==> src/rtl/inst_decode_stage_if.sv <==
// Handshake bundle for inst_decode_stage: instruction offer, decoded-entry
// presentation, flush, and the illegal-instruction counter.
interface inst_decode_stage_if #(
    parameter int XLEN     = 32,
    parameter int ALU_OP_W = 5
);
    logic                flush;
    logic                in_valid;
    logic                in_ready;
    logic [31:0]         in_inst;
    logic [XLEN-1:0]     in_pc;
    logic                out_valid;
    logic                out_ready;
    logic [XLEN-1:0]     out_pc;
    logic                out_is_r;
    logic                out_is_i;
    logic                out_is_lui;
    logic                out_is_auipc;
    logic                out_is_load;
    logic                out_is_store;
    logic                out_is_branch;
    logic                out_is_jal;
    logic                out_is_jalr;
    logic [ALU_OP_W-1:0] out_alu_op;
    logic [XLEN-1:0]     out_imm;
    logic [4:0]          out_rd;
    logic [4:0]          out_rs1;
    logic [4:0]          out_rs2;
    logic                out_illegal;
    logic [15:0]         illegal_cnt;

    modport master (
        output flush, in_valid, in_inst, in_pc, out_ready,
        input  in_ready, out_valid, out_pc, out_is_r, out_is_i, out_is_lui,
               out_is_auipc, out_is_load, out_is_store, out_is_branch,
               out_is_jal, out_is_jalr, out_alu_op, out_imm, out_rd, out_rs1,
               out_rs2, out_illegal, illegal_cnt
    );

    modport slave (
        input  flush, in_valid, in_inst, in_pc, out_ready,
        output in_ready, out_valid, out_pc, out_is_r, out_is_i, out_is_lui,
               out_is_auipc, out_is_load, out_is_store, out_is_branch,
               out_is_jal, out_is_jalr, out_alu_op, out_imm, out_rd, out_rs1,
               out_rs2, out_illegal, illegal_cnt
    );
endinterface

==> src/rtl/inst_decode_stage.sv <==
// RV32 decode stage: combinational decode into a registered 2-entry skid buffer.
// Define DECODE_MEXT_EN to decode RV32M (funct7 0000001) instead of flagging it illegal.
module inst_decode_stage #(
    parameter int XLEN     = 32,
    parameter int ALU_OP_W = 5
) (
    input logic                clk,
    input logic                rst,
    inst_decode_stage_if.slave bus
);
    typedef enum logic [6:0] {
        OP_R      = 7'b0110011,
        OP_IMM    = 7'b0010011,
        OP_LUI    = 7'b0110111,
        OP_AUIPC  = 7'b0010111,
        OP_LOAD   = 7'b0000011,
        OP_STORE  = 7'b0100011,
        OP_BRANCH = 7'b1100011,
        OP_JAL    = 7'b1101111,
        OP_JALR   = 7'b1100111
    } opcode_e;

    localparam logic [4:0] ALU_ADD  = 5'b00000;
    localparam logic [4:0] ALU_SLT  = 5'b00010;
    localparam logic [4:0] ALU_SLTU = 5'b00011;
    localparam logic [4:0] ALU_SUB  = 5'b01000;
    localparam logic [4:0] ALU_SRA  = 5'b01001;
    localparam logic [4:0] ALU_PASS = 5'b01010;

    typedef struct packed {
        logic [XLEN-1:0]     pc;
        logic                is_r;
        logic                is_i;
        logic                is_lui;
        logic                is_auipc;
        logic                is_load;
        logic                is_store;
        logic                is_branch;
        logic                is_jal;
        logic                is_jalr;
        logic [ALU_OP_W-1:0] alu_op;
        logic [XLEN-1:0]     imm;
        logic [4:0]          rd;
        logic [4:0]          rs1;
        logic [4:0]          rs2;
        logic                illegal;
    } entry_t;

    entry_t             dec;
    logic [2:0]         funct3;
    logic [6:0]         funct7;
    logic [4:0]         op;
    logic signed [31:0] imm32;
    logic               bad;

    assign funct3 = bus.in_inst[14:12];
    assign funct7 = bus.in_inst[31:25];

    // NOTE: every signal written here gets a default first, so no path can infer a latch.
    always_comb begin
        dec     = '0;
        op      = ALU_ADD;
        imm32   = '0;
        bad     = 1'b0;
        dec.pc  = bus.in_pc;
        dec.rd  = bus.in_inst[11:7];
        dec.rs1 = bus.in_inst[19:15];
        dec.rs2 = bus.in_inst[24:20];
        case (opcode_e'(bus.in_inst[6:0]))
            OP_R: begin
                dec.is_r = 1'b1;
                case (funct7)
                    7'b0000000: op = {2'b00, funct3};
                    7'b0100000: begin
                        if (funct3 == 3'b000)      op  = ALU_SUB;
                        else if (funct3 == 3'b101) op  = ALU_SRA;
                        else                       bad = 1'b1;
                    end
`ifdef DECODE_MEXT_EN
                    7'b0000001: op = {2'b10, funct3};
`endif
                    default:    bad = 1'b1;
                endcase
            end
            OP_IMM: begin
                dec.is_i = 1'b1;
                imm32    = {{20{bus.in_inst[31]}}, bus.in_inst[31:20]};
                op       = {2'b00, funct3};
                // Shift-immediates reuse the upper imm bits as funct7.
                if (funct3 == 3'b001 && funct7 != 7'b0000000) bad = 1'b1;
                if (funct3 == 3'b101) begin
                    if (funct7 == 7'b0100000)      op  = ALU_SRA;
                    else if (funct7 != 7'b0000000) bad = 1'b1;
                end
            end
            OP_LUI: begin
                dec.is_lui = 1'b1;
                imm32      = {bus.in_inst[31:12], 12'b0};
                op         = ALU_PASS;
            end
            OP_AUIPC: begin
                dec.is_auipc = 1'b1;
                imm32        = {bus.in_inst[31:12], 12'b0};
            end
            OP_LOAD: begin
                dec.is_load = 1'b1;
                imm32       = {{20{bus.in_inst[31]}}, bus.in_inst[31:20]};
            end
            OP_STORE: begin
                dec.is_store = 1'b1;
                imm32        = {{20{bus.in_inst[31]}}, bus.in_inst[31:25], bus.in_inst[11:7]};
            end
            OP_BRANCH: begin
                dec.is_branch = 1'b1;
                imm32 = {{19{bus.in_inst[31]}}, bus.in_inst[31], bus.in_inst[7],
                         bus.in_inst[30:25], bus.in_inst[11:8], 1'b0};
                case (funct3[2:1])
                    2'b00:   op  = ALU_SUB;
                    2'b10:   op  = ALU_SLT;
                    2'b11:   op  = ALU_SLTU;
                    default: bad = 1'b1;
                endcase
            end
            OP_JAL: begin
                dec.is_jal = 1'b1;
                imm32 = {{11{bus.in_inst[31]}}, bus.in_inst[31], bus.in_inst[19:12],
                         bus.in_inst[20], bus.in_inst[30:21], 1'b0};
            end
            OP_JALR: begin
                dec.is_jalr = 1'b1;
                imm32       = {{20{bus.in_inst[31]}}, bus.in_inst[31:20]};
            end
            default: bad = 1'b1;
        endcase
        dec.alu_op = ALU_OP_W'(op);
        dec.imm    = XLEN'(imm32);
        if (bad) begin
            {dec.is_r, dec.is_i, dec.is_lui, dec.is_auipc, dec.is_load,
             dec.is_store, dec.is_branch, dec.is_jal, dec.is_jalr} = '0;
            dec.alu_op  = '0;
            dec.imm     = '0;
            dec.illegal = 1'b1;
        end
    end

    entry_t      main_q;
    entry_t      skid_q;
    logic        main_valid;
    logic        skid_valid;
    logic [15:0] cnt_q;
    logic        accept;
    logic        handoff;

    assign accept  = bus.in_valid & bus.in_ready;
    assign handoff = main_valid & bus.out_ready;

    always_ff @(posedge clk) begin
        if (rst) begin
            main_valid <= 1'b0;
            skid_valid <= 1'b0;
            // NOTE: entry payloads are reset as well so every output reads zero after reset.
            main_q     <= '0;
            skid_q     <= '0;
            cnt_q      <= '0;
        end else begin
            if (handoff && main_q.illegal && cnt_q != 16'hFFFF) cnt_q <= cnt_q + 16'd1;
            if (bus.flush) begin
                main_valid <= 1'b0;
                skid_valid <= 1'b0;
            end else if (handoff && skid_valid) begin
                main_q     <= skid_q;
                skid_valid <= 1'b0;
            end else if (accept && (!main_valid || handoff)) begin
                main_q     <= dec;
                main_valid <= 1'b1;
            end else if (accept) begin
                skid_q     <= dec;
                skid_valid <= 1'b1;
            end else if (handoff) begin
                main_valid <= 1'b0;
            end
        end
    end

    assign bus.in_ready      = ~skid_valid;
    assign bus.out_valid     = main_valid;
    assign bus.out_pc        = main_q.pc;
    assign bus.out_is_r      = main_q.is_r;
    assign bus.out_is_i      = main_q.is_i;
    assign bus.out_is_lui    = main_q.is_lui;
    assign bus.out_is_auipc  = main_q.is_auipc;
    assign bus.out_is_load   = main_q.is_load;
    assign bus.out_is_store  = main_q.is_store;
    assign bus.out_is_branch = main_q.is_branch;
    assign bus.out_is_jal    = main_q.is_jal;
    assign bus.out_is_jalr   = main_q.is_jalr;
    assign bus.out_alu_op    = main_q.alu_op;
    assign bus.out_imm       = main_q.imm;
    assign bus.out_rd        = main_q.rd;
    assign bus.out_rs1       = main_q.rs1;
    assign bus.out_rs2       = main_q.rs2;
    assign bus.out_illegal   = main_q.illegal;
    assign bus.illegal_cnt   = cnt_q;
endmodule

==> src/flat_wrapper.sv <==
// flat-port wrapper written by rule: the top's interface ports become plain ports
module inst_decode_stage_flat 
#(
    parameter int XLEN     = 32,
    parameter int ALU_OP_W = 5
)
  (clk, rst, bus_flush, bus_in_valid, bus_in_inst, bus_in_pc, bus_out_ready, bus_in_ready, bus_out_valid, bus_out_pc, bus_out_is_r, bus_out_is_i, bus_out_is_lui, bus_out_is_auipc, bus_out_is_load, bus_out_is_store, bus_out_is_branch, bus_out_is_jal, bus_out_is_jalr, bus_out_alu_op, bus_out_imm, bus_out_rd, bus_out_rs1, bus_out_rs2, bus_out_illegal, bus_illegal_cnt);
  inst_decode_stage_if #(.XLEN(XLEN), .ALU_OP_W(ALU_OP_W)) bus_i ();
  input logic clk;
  input logic rst;
  input wire logic [$bits(bus_i.flush)-1:0] bus_flush;
  input wire logic [$bits(bus_i.in_valid)-1:0] bus_in_valid;
  input wire logic [$bits(bus_i.in_inst)-1:0] bus_in_inst;
  input wire logic [$bits(bus_i.in_pc)-1:0] bus_in_pc;
  input wire logic [$bits(bus_i.out_ready)-1:0] bus_out_ready;
  output wire logic [$bits(bus_i.in_ready)-1:0] bus_in_ready;
  output wire logic [$bits(bus_i.out_valid)-1:0] bus_out_valid;
  output wire logic [$bits(bus_i.out_pc)-1:0] bus_out_pc;
  output wire logic [$bits(bus_i.out_is_r)-1:0] bus_out_is_r;
  output wire logic [$bits(bus_i.out_is_i)-1:0] bus_out_is_i;
  output wire logic [$bits(bus_i.out_is_lui)-1:0] bus_out_is_lui;
  output wire logic [$bits(bus_i.out_is_auipc)-1:0] bus_out_is_auipc;
  output wire logic [$bits(bus_i.out_is_load)-1:0] bus_out_is_load;
  output wire logic [$bits(bus_i.out_is_store)-1:0] bus_out_is_store;
  output wire logic [$bits(bus_i.out_is_branch)-1:0] bus_out_is_branch;
  output wire logic [$bits(bus_i.out_is_jal)-1:0] bus_out_is_jal;
  output wire logic [$bits(bus_i.out_is_jalr)-1:0] bus_out_is_jalr;
  output wire logic [$bits(bus_i.out_alu_op)-1:0] bus_out_alu_op;
  output wire logic [$bits(bus_i.out_imm)-1:0] bus_out_imm;
  output wire logic [$bits(bus_i.out_rd)-1:0] bus_out_rd;
  output wire logic [$bits(bus_i.out_rs1)-1:0] bus_out_rs1;
  output wire logic [$bits(bus_i.out_rs2)-1:0] bus_out_rs2;
  output wire logic [$bits(bus_i.out_illegal)-1:0] bus_out_illegal;
  output wire logic [$bits(bus_i.illegal_cnt)-1:0] bus_illegal_cnt;
  assign bus_i.flush = bus_flush;
  assign bus_i.in_valid = bus_in_valid;
  assign bus_i.in_inst = bus_in_inst;
  assign bus_i.in_pc = bus_in_pc;
  assign bus_i.out_ready = bus_out_ready;
  assign bus_in_ready = bus_i.in_ready;
  assign bus_out_valid = bus_i.out_valid;
  assign bus_out_pc = bus_i.out_pc;
  assign bus_out_is_r = bus_i.out_is_r;
  assign bus_out_is_i = bus_i.out_is_i;
  assign bus_out_is_lui = bus_i.out_is_lui;
  assign bus_out_is_auipc = bus_i.out_is_auipc;
  assign bus_out_is_load = bus_i.out_is_load;
  assign bus_out_is_store = bus_i.out_is_store;
  assign bus_out_is_branch = bus_i.out_is_branch;
  assign bus_out_is_jal = bus_i.out_is_jal;
  assign bus_out_is_jalr = bus_i.out_is_jalr;
  assign bus_out_alu_op = bus_i.out_alu_op;
  assign bus_out_imm = bus_i.out_imm;
  assign bus_out_rd = bus_i.out_rd;
  assign bus_out_rs1 = bus_i.out_rs1;
  assign bus_out_rs2 = bus_i.out_rs2;
  assign bus_out_illegal = bus_i.out_illegal;
  assign bus_illegal_cnt = bus_i.illegal_cnt;
  inst_decode_stage #(.XLEN(XLEN), .ALU_OP_W(ALU_OP_W)) u_core (.clk(clk), .rst(rst), .bus(bus_i));
endmodule
==> config.mk <==
export PLATFORM = sky130hd
export DESIGN_NAME = inst_decode_stage_flat
export DESIGN_NICKNAME = d
export VERILOG_FILES = /design/src/rtl/inst_decode_stage_if.sv /design/src/rtl/inst_decode_stage.sv /design/src/flat_wrapper.sv
export SDC_FILE = /design/constraint.sdc
export NUM_CORES = 1
export LEC_CHECK = 0
export BUFFER_PORTS_ARGS = -buffer_cell sky130_fd_sc_hd__buf_2
export CORE_AREA = 5 5 129 131
export DETAILED_ROUTE_END_ITERATION = 10
export DIE_AREA = 0 0 134 136
export PLACE_DENSITY = 0.83
export SETUP_SLACK_MARGIN = 0.5
export SLEW_MARGIN = 20
export SYNTH_ARGS = -nofsm -noshare
export SYNTH_HDL_FRONTEND = slang
export SYNTH_SLANG_ARGS = --single-unit
==> constraint.sdc <==
create_clock -name clk -period 3.37 [get_ports clk]
set_input_delay 0.337 -clock clk [delete_from_list [all_inputs] [get_ports clk]]
set_output_delay 0.337 -clock clk [all_outputs]
set_load 0.02 [all_outputs]
---- Yosys cells after proc, flatten, opt, wreduce, memory -nomap -nowiden ----
Index checks and enable logic that the tools add are counted.
word-level totals
  register bits after elaboration ......... 206
  output and inout bits ................... 112
operators by class
  $add $sub $neg .......................... 1
  equality and inequality tests ........... 16
  muxes and demuxes ....................... 33
  bitwise logic cells ..................... 6
  reduce and logical (&&, ||, !) cells .... 23
operator list
  cell                                                              count
  94-bit 2-to-1 mux                                                 2
  32-bit case mux with 5 select lines                               1
  46-bit 2-to-1 mux                                                 1
  7-bit by 6-bit == test with 1-bit output (second input constant)  4
  7-bit == test (second input constant)                             3
  1-bit 2-to-1 mux                                                  20
  5-bit case mux with 4 select lines                                1
  16-bit by 1-bit adder with 16-bit output (second input constant)  1
  16-bit inequality test (second input constant)                    1
  7-bit by 5-bit == test with 1-bit output (second input constant)  2
  4-bit case mux with 3 select lines                                1
  5-bit 2-to-1 mux                                                  2
  5-bit case mux with 2 select lines                                1
  3-bit OR reduction                                                3
  4-bit 2-to-1 mux                                                  2
  7-bit by 2-bit == test with 1-bit output (second input constant)  1
  7-bit logical NOT                                                 1
  7-bit nonzero test                                                1
  6-bit OR reduction                                                1
  1-bit logical AND                                                 5
  2-bit == test (second input constant)                             2
  1-bit NOT                                                         4
  1-bit case mux with 4 select lines                                1
  2-bit AND reduction                                               2
  13 further kinds                                                  16

---- Longest topological paths before layout ----
  depth in word-level cells ............... 10
  gate-level depth with buffers ........... 9
  gate-level depth less buffers ........... 6

---- Least setup slack after synthesis ----
OpenSTA, ideal clock, no wires.
  path kind ............................... reg-to-reg
  start ................................... reg u_core.cnt_q[0], in the netlist u_core.bus.illegal_cnt[0]
  end ..................................... reg u_core.cnt_q[15], in the netlist u_core.bus.illegal_cnt[15]
  data arrival time ....................... 2119 ps
  setup slack ............................. 1131 ps
  stages on the path, launching flop included .. 8
  path buffers ............................ 1
  cells stage by stage .................... dfxtp_1 -> ha_1 -> nand2_1 -> or4_1 -> clkbuf_1 -> o21ai_2 -> nor4_1 -> mux2_2
between the ends
  word-level cells in the longest chain between the ends .. 2
  elaborated cells between the ends (all ways) .. 3
  those cells by class .................... 1 x add/sub; 1 x eq/ne; 1 x reduce/logical
ends and longest elaborated chain
  element                                                                                           line                      source
  start: declaration                                                                                inst_decode_stage.sv:150  logic [15:0] cnt_q;
  start signal: assignment                                                                          inst_decode_stage.sv:166  if (handoff && main_q.illegal && cnt_q != 16'hFFFF) cnt_q <= cnt_q + 16'd1;
  parallel branches: the longest is 2 deep, another holds 16-bit by 1-bit adder with 16-bit output  --
Several ways; the timed one is not identified.
A chain may end at the register's enable or synchronous reset.

---- Worst setup path in the final report ----
Ends and elaborated chain as after synthesis.

==> flow_summary_export.csv <==
group,metric,value,unit
status,status,"completed",
layout,fin_nets,1267,
layout,areaGrowthSynthToFinish,18.3,%
detailed_routing,post_drt_via_cell_ratio,5.95,
grt,grt_pass1_wl,37.7,mm
power,totalPowerFinal,5.48,mW
yosys,postSynthCellCount,1081,
critical_path,cp_top_family,"simple AND/OR/NAND/NOR gates",
floorplan,io_pins,181,
critical_path,cp.required,3760,ps
critical_path,worstReg2RegEnd,"u_core.bus.illegal_cnt[15]",
floorplan,fp.dieArea,0.0182,mm²
yosys,yosysUniqueCellTypes,66,
cts,cts_tree,"done",
critical_path,crit_fanout,9,
cts,hold_buffers,0,
yosys,syn_nets,1151,
yosys,synthFlopType,"dfxtp_1",
critical_path,reg2reg_slack,980,ps
critical_path,startpoint,"u_core.bus.illegal_cnt[0]",
detailed_routing,num_vias,8347,
sta,hold_viol_final,0,
yosys,yosysWarnings,0,
power,powerDensity,525,mW/mm²
critical_path,crit_type,"register to register",
sta,finClkSkew,8.46,ps
critical_path,reg2reg_depth,6,
grt,grt_pass1_vias,7578,
detailed_routing,ant_nets,0,
yosys,async_flop_share,0,%
detailed_routing,firstDrtPassIters,5,
layout,final_common_cell,"nand2_1",
sta,rsz0062_at_grt,"no",
grt,track_usage,24.7,%
floorplan,initial_core_util,57.0,%
critical_path,cp_num_buf_inv,0,
critical_path,reg2reg_from,"u_core.bus.illegal_cnt[0]",
layout,final_cell_mix,"nand2_1 (244), dfxtp_1 (204), buf_2 (178)",
cts,postCtsResizedCells,0,
detailed_routing,drc_errors,0,
floorplan,die_h,136,µm
place,dp_hpwl,15.2,mm
layout,multi_input_area,0.00433,mm²
critical_path,max_stage_delay,710,ps
critical_path,cp-start-kind,"register",
layout,regArea,0.00408,mm²
place,place.gp.congestion,0.874,
yosys,netlist_area,0.00882,mm²
cts,clockBufferDepth,3,
critical_path,crit_slowest_cell,"or4_1",
sta,max_slew_margin,47.1,%
cts,htree_levels,1,
floorplan,core,0.0155,mm²
detailed_routing,first_iter_violations,706,
sta,finalSetupViolCount,0,
hold_path,hold_start,"bus_in_pc[21]",
cts,post_cts_buffers,0,
yosys,ys_seq_area_share,46.3,%
power,ir_worst_vdd,0.353,mV
layout,num-fill-cells,1271,
cts,clock-sinks,204,
sta,period_needed,2390,ps
cts,root_buffer,"clkbuf_16",
yosys,avgSynthCellArea,8.16,µm²
hold_path,holdCritPathClass,"primary input to register",
yosys,ys_ff_latch,204,
yosys,synth_edf_count,0,
detailed_routing,wl_per_cell,16.9,µm
run,max_cap_violations,0,
cts,cts_made_buffers,22,
sta,worst_pin_slew,794,ps
floorplan,die_x,134,µm
critical_path,crit_chain,"ha_1 > nand2_1 > or4_1 > o21ai_2 > nor4_1 > mux2_2",
place,portBuffers,179,
cts,clk_pin_slew_worst_paths,60,ps
floorplan,num_rows,46,
grt,overflow,0,
hold_path,hold_path_end,"u_core.skid_q[83]",
critical_path,worst_ep_arrival_time,2780,ps
grt,antenna_found_initial,0,
detailed_routing,drt-total-wl,23.7,mm
layout,antenna_cells,0,
cts,clk_latency,500,ps
critical_path,endpoint_kind,"register",
sta,tns,0,ps
sta,drv_slew,0,
sta,period_share,71.0,%
sta,fmax,418,MHz
grt,grt_max_degree,138,
hold_path,holdPathStages,3,
layout,layout-drive-gt1-share,19.7,%
power,leakage,4.05,nW
==> metal layers <==
layer / GRT usage, % / vias up / wire length, µm
met4: 9.09 / 0 / 692
met5: 0 / - / 0
met3: 3.63 / 50 / 1600
li1: - / 4080 / -
met2: 39.9 / 328 / 11000
met1: 33.9 / 3889 / 10400
==> cell usage after synthesis (all sizes together), types with 5 or more instances <==
library cell	n	area share, %
nor2b	5	0.35
nor2	125	5.3
a211oi	23	2.0
o21ai	27	1.6
a31oi	15	1.1
o211ai	14	1.2
xor2	8	0.79
a32oi	20	2.0
nor4	7	0.57
nand4	10	0.71
nand3	16	0.91
a21oi	63	3.6
a22o	35	3.5
clkbuf	81	3.4
a32o	7	0.79
or4	6	0.51
inv	7	0.30
nor3	13	0.74
dfxtp	204	46
o21bai	15	1.3
nand2	245	11
and3	5	0.35
a311oi	50	5.0
a21boi	8	0.68
buf	19	1.2
==> worst max-delay path by stage <==
stage	endpoint	slack, ps	depth (start not counted)
detailed placement	u_core.skid_q[21]	850	7
global placement	u_core.skid_q[22]	900	7
CTS	u_core.bus.out_imm[29]	1010	6
finish	u_core.bus.illegal_cnt[15]	980	6
global route	u_core.bus.out_is_auipc	840	6
floorplan	u_core.bus.illegal_cnt[15]	1130	7
==> area by class of cell <==
type                    count  share of cell area, %
clock inverters             5                  0.851
well taps                 192                   2.30
repair buffers            192                   9.78
clock buffers              33                   6.15
multi-input cells         770                   41.5
inverters                   7                  0.252
flip-flops and latches    204                   39.1
==> stage by stage <==
| step | setup slack [ps] | hold WS, ps | std cells | util, % | area, µm² |
|---|---|---|---|---|---|
| final | 979 | 86.5 | 1403 | 67.4 | 10400 |
| after global routing | 837 | 73.6 | 1403 | 67.4 | 10400 |
| after CTS | 1010 | 65.7 | 1403 | 67.4 | 10400 |
| after detailed placement | 855 | 447 | 1365 | 62.7 | 9700 |
| after global placement | 901 | 435 | 1365 | 62.7 | 9700 |
| after floorplan | 1130 | 414 | 1081 | - | 8820 |
==> tightest hold or removal path, delay by kind of cell <==
kind	cells	cell delay (ps)
AO/OA/AOI/OAI	1	50
AND/OR/NAND/NOR	1	50
buffers and inverters	1	100
==> registers in the layout (all words and copies together) (netlist names), 4 cells and up <==
register                count
u_core.bus.illegal_cnt     16
u_core.bus.out_alu_op       4
u_core.bus.out_imm         32
u_core.bus.out_pc          32
u_core.bus.out_rd           5
u_core.bus.out_rs1          5
u_core.bus.out_rs2          5
u_core.skid_q              93
==> logic make-up (layout without fill, tap and decap cells) <==
logic type | after synthesis | in the layout | synth area share (%)
flip-flops | 204 | 204 | 46.3
AO/OA/AOI/OAI | 298 | 298 | 24.9
other | 1 | 1 | 0.0425
AND/OR/NAND/NOR | 455 | 455 | 22.1
XOR/XNOR | 11 | 11 | 1.09
buffers and inverters | 107 | 237 | 4.95
multiplexers | 4 | 4 | 0.497
adder cells (fa/ha/maj) | 1 | 1 | 0.142
==> where the power goes <==
| part | internal, mW | total (mW) | switching (mW) | leakage, nW |
|---|---|---|---|---|
| logic | 0.181 | 0.544 | 0.362 | 2.03 |
| registers | 2.50 | 2.54 | 0.0431 | 1.66 |
| clock network | 1.47 | 2.40 | 0.933 | 0.353 |
| total | 4.14 | 5.48 | 1.34 | 4.05 |
(Power assumes the default switching activity.)
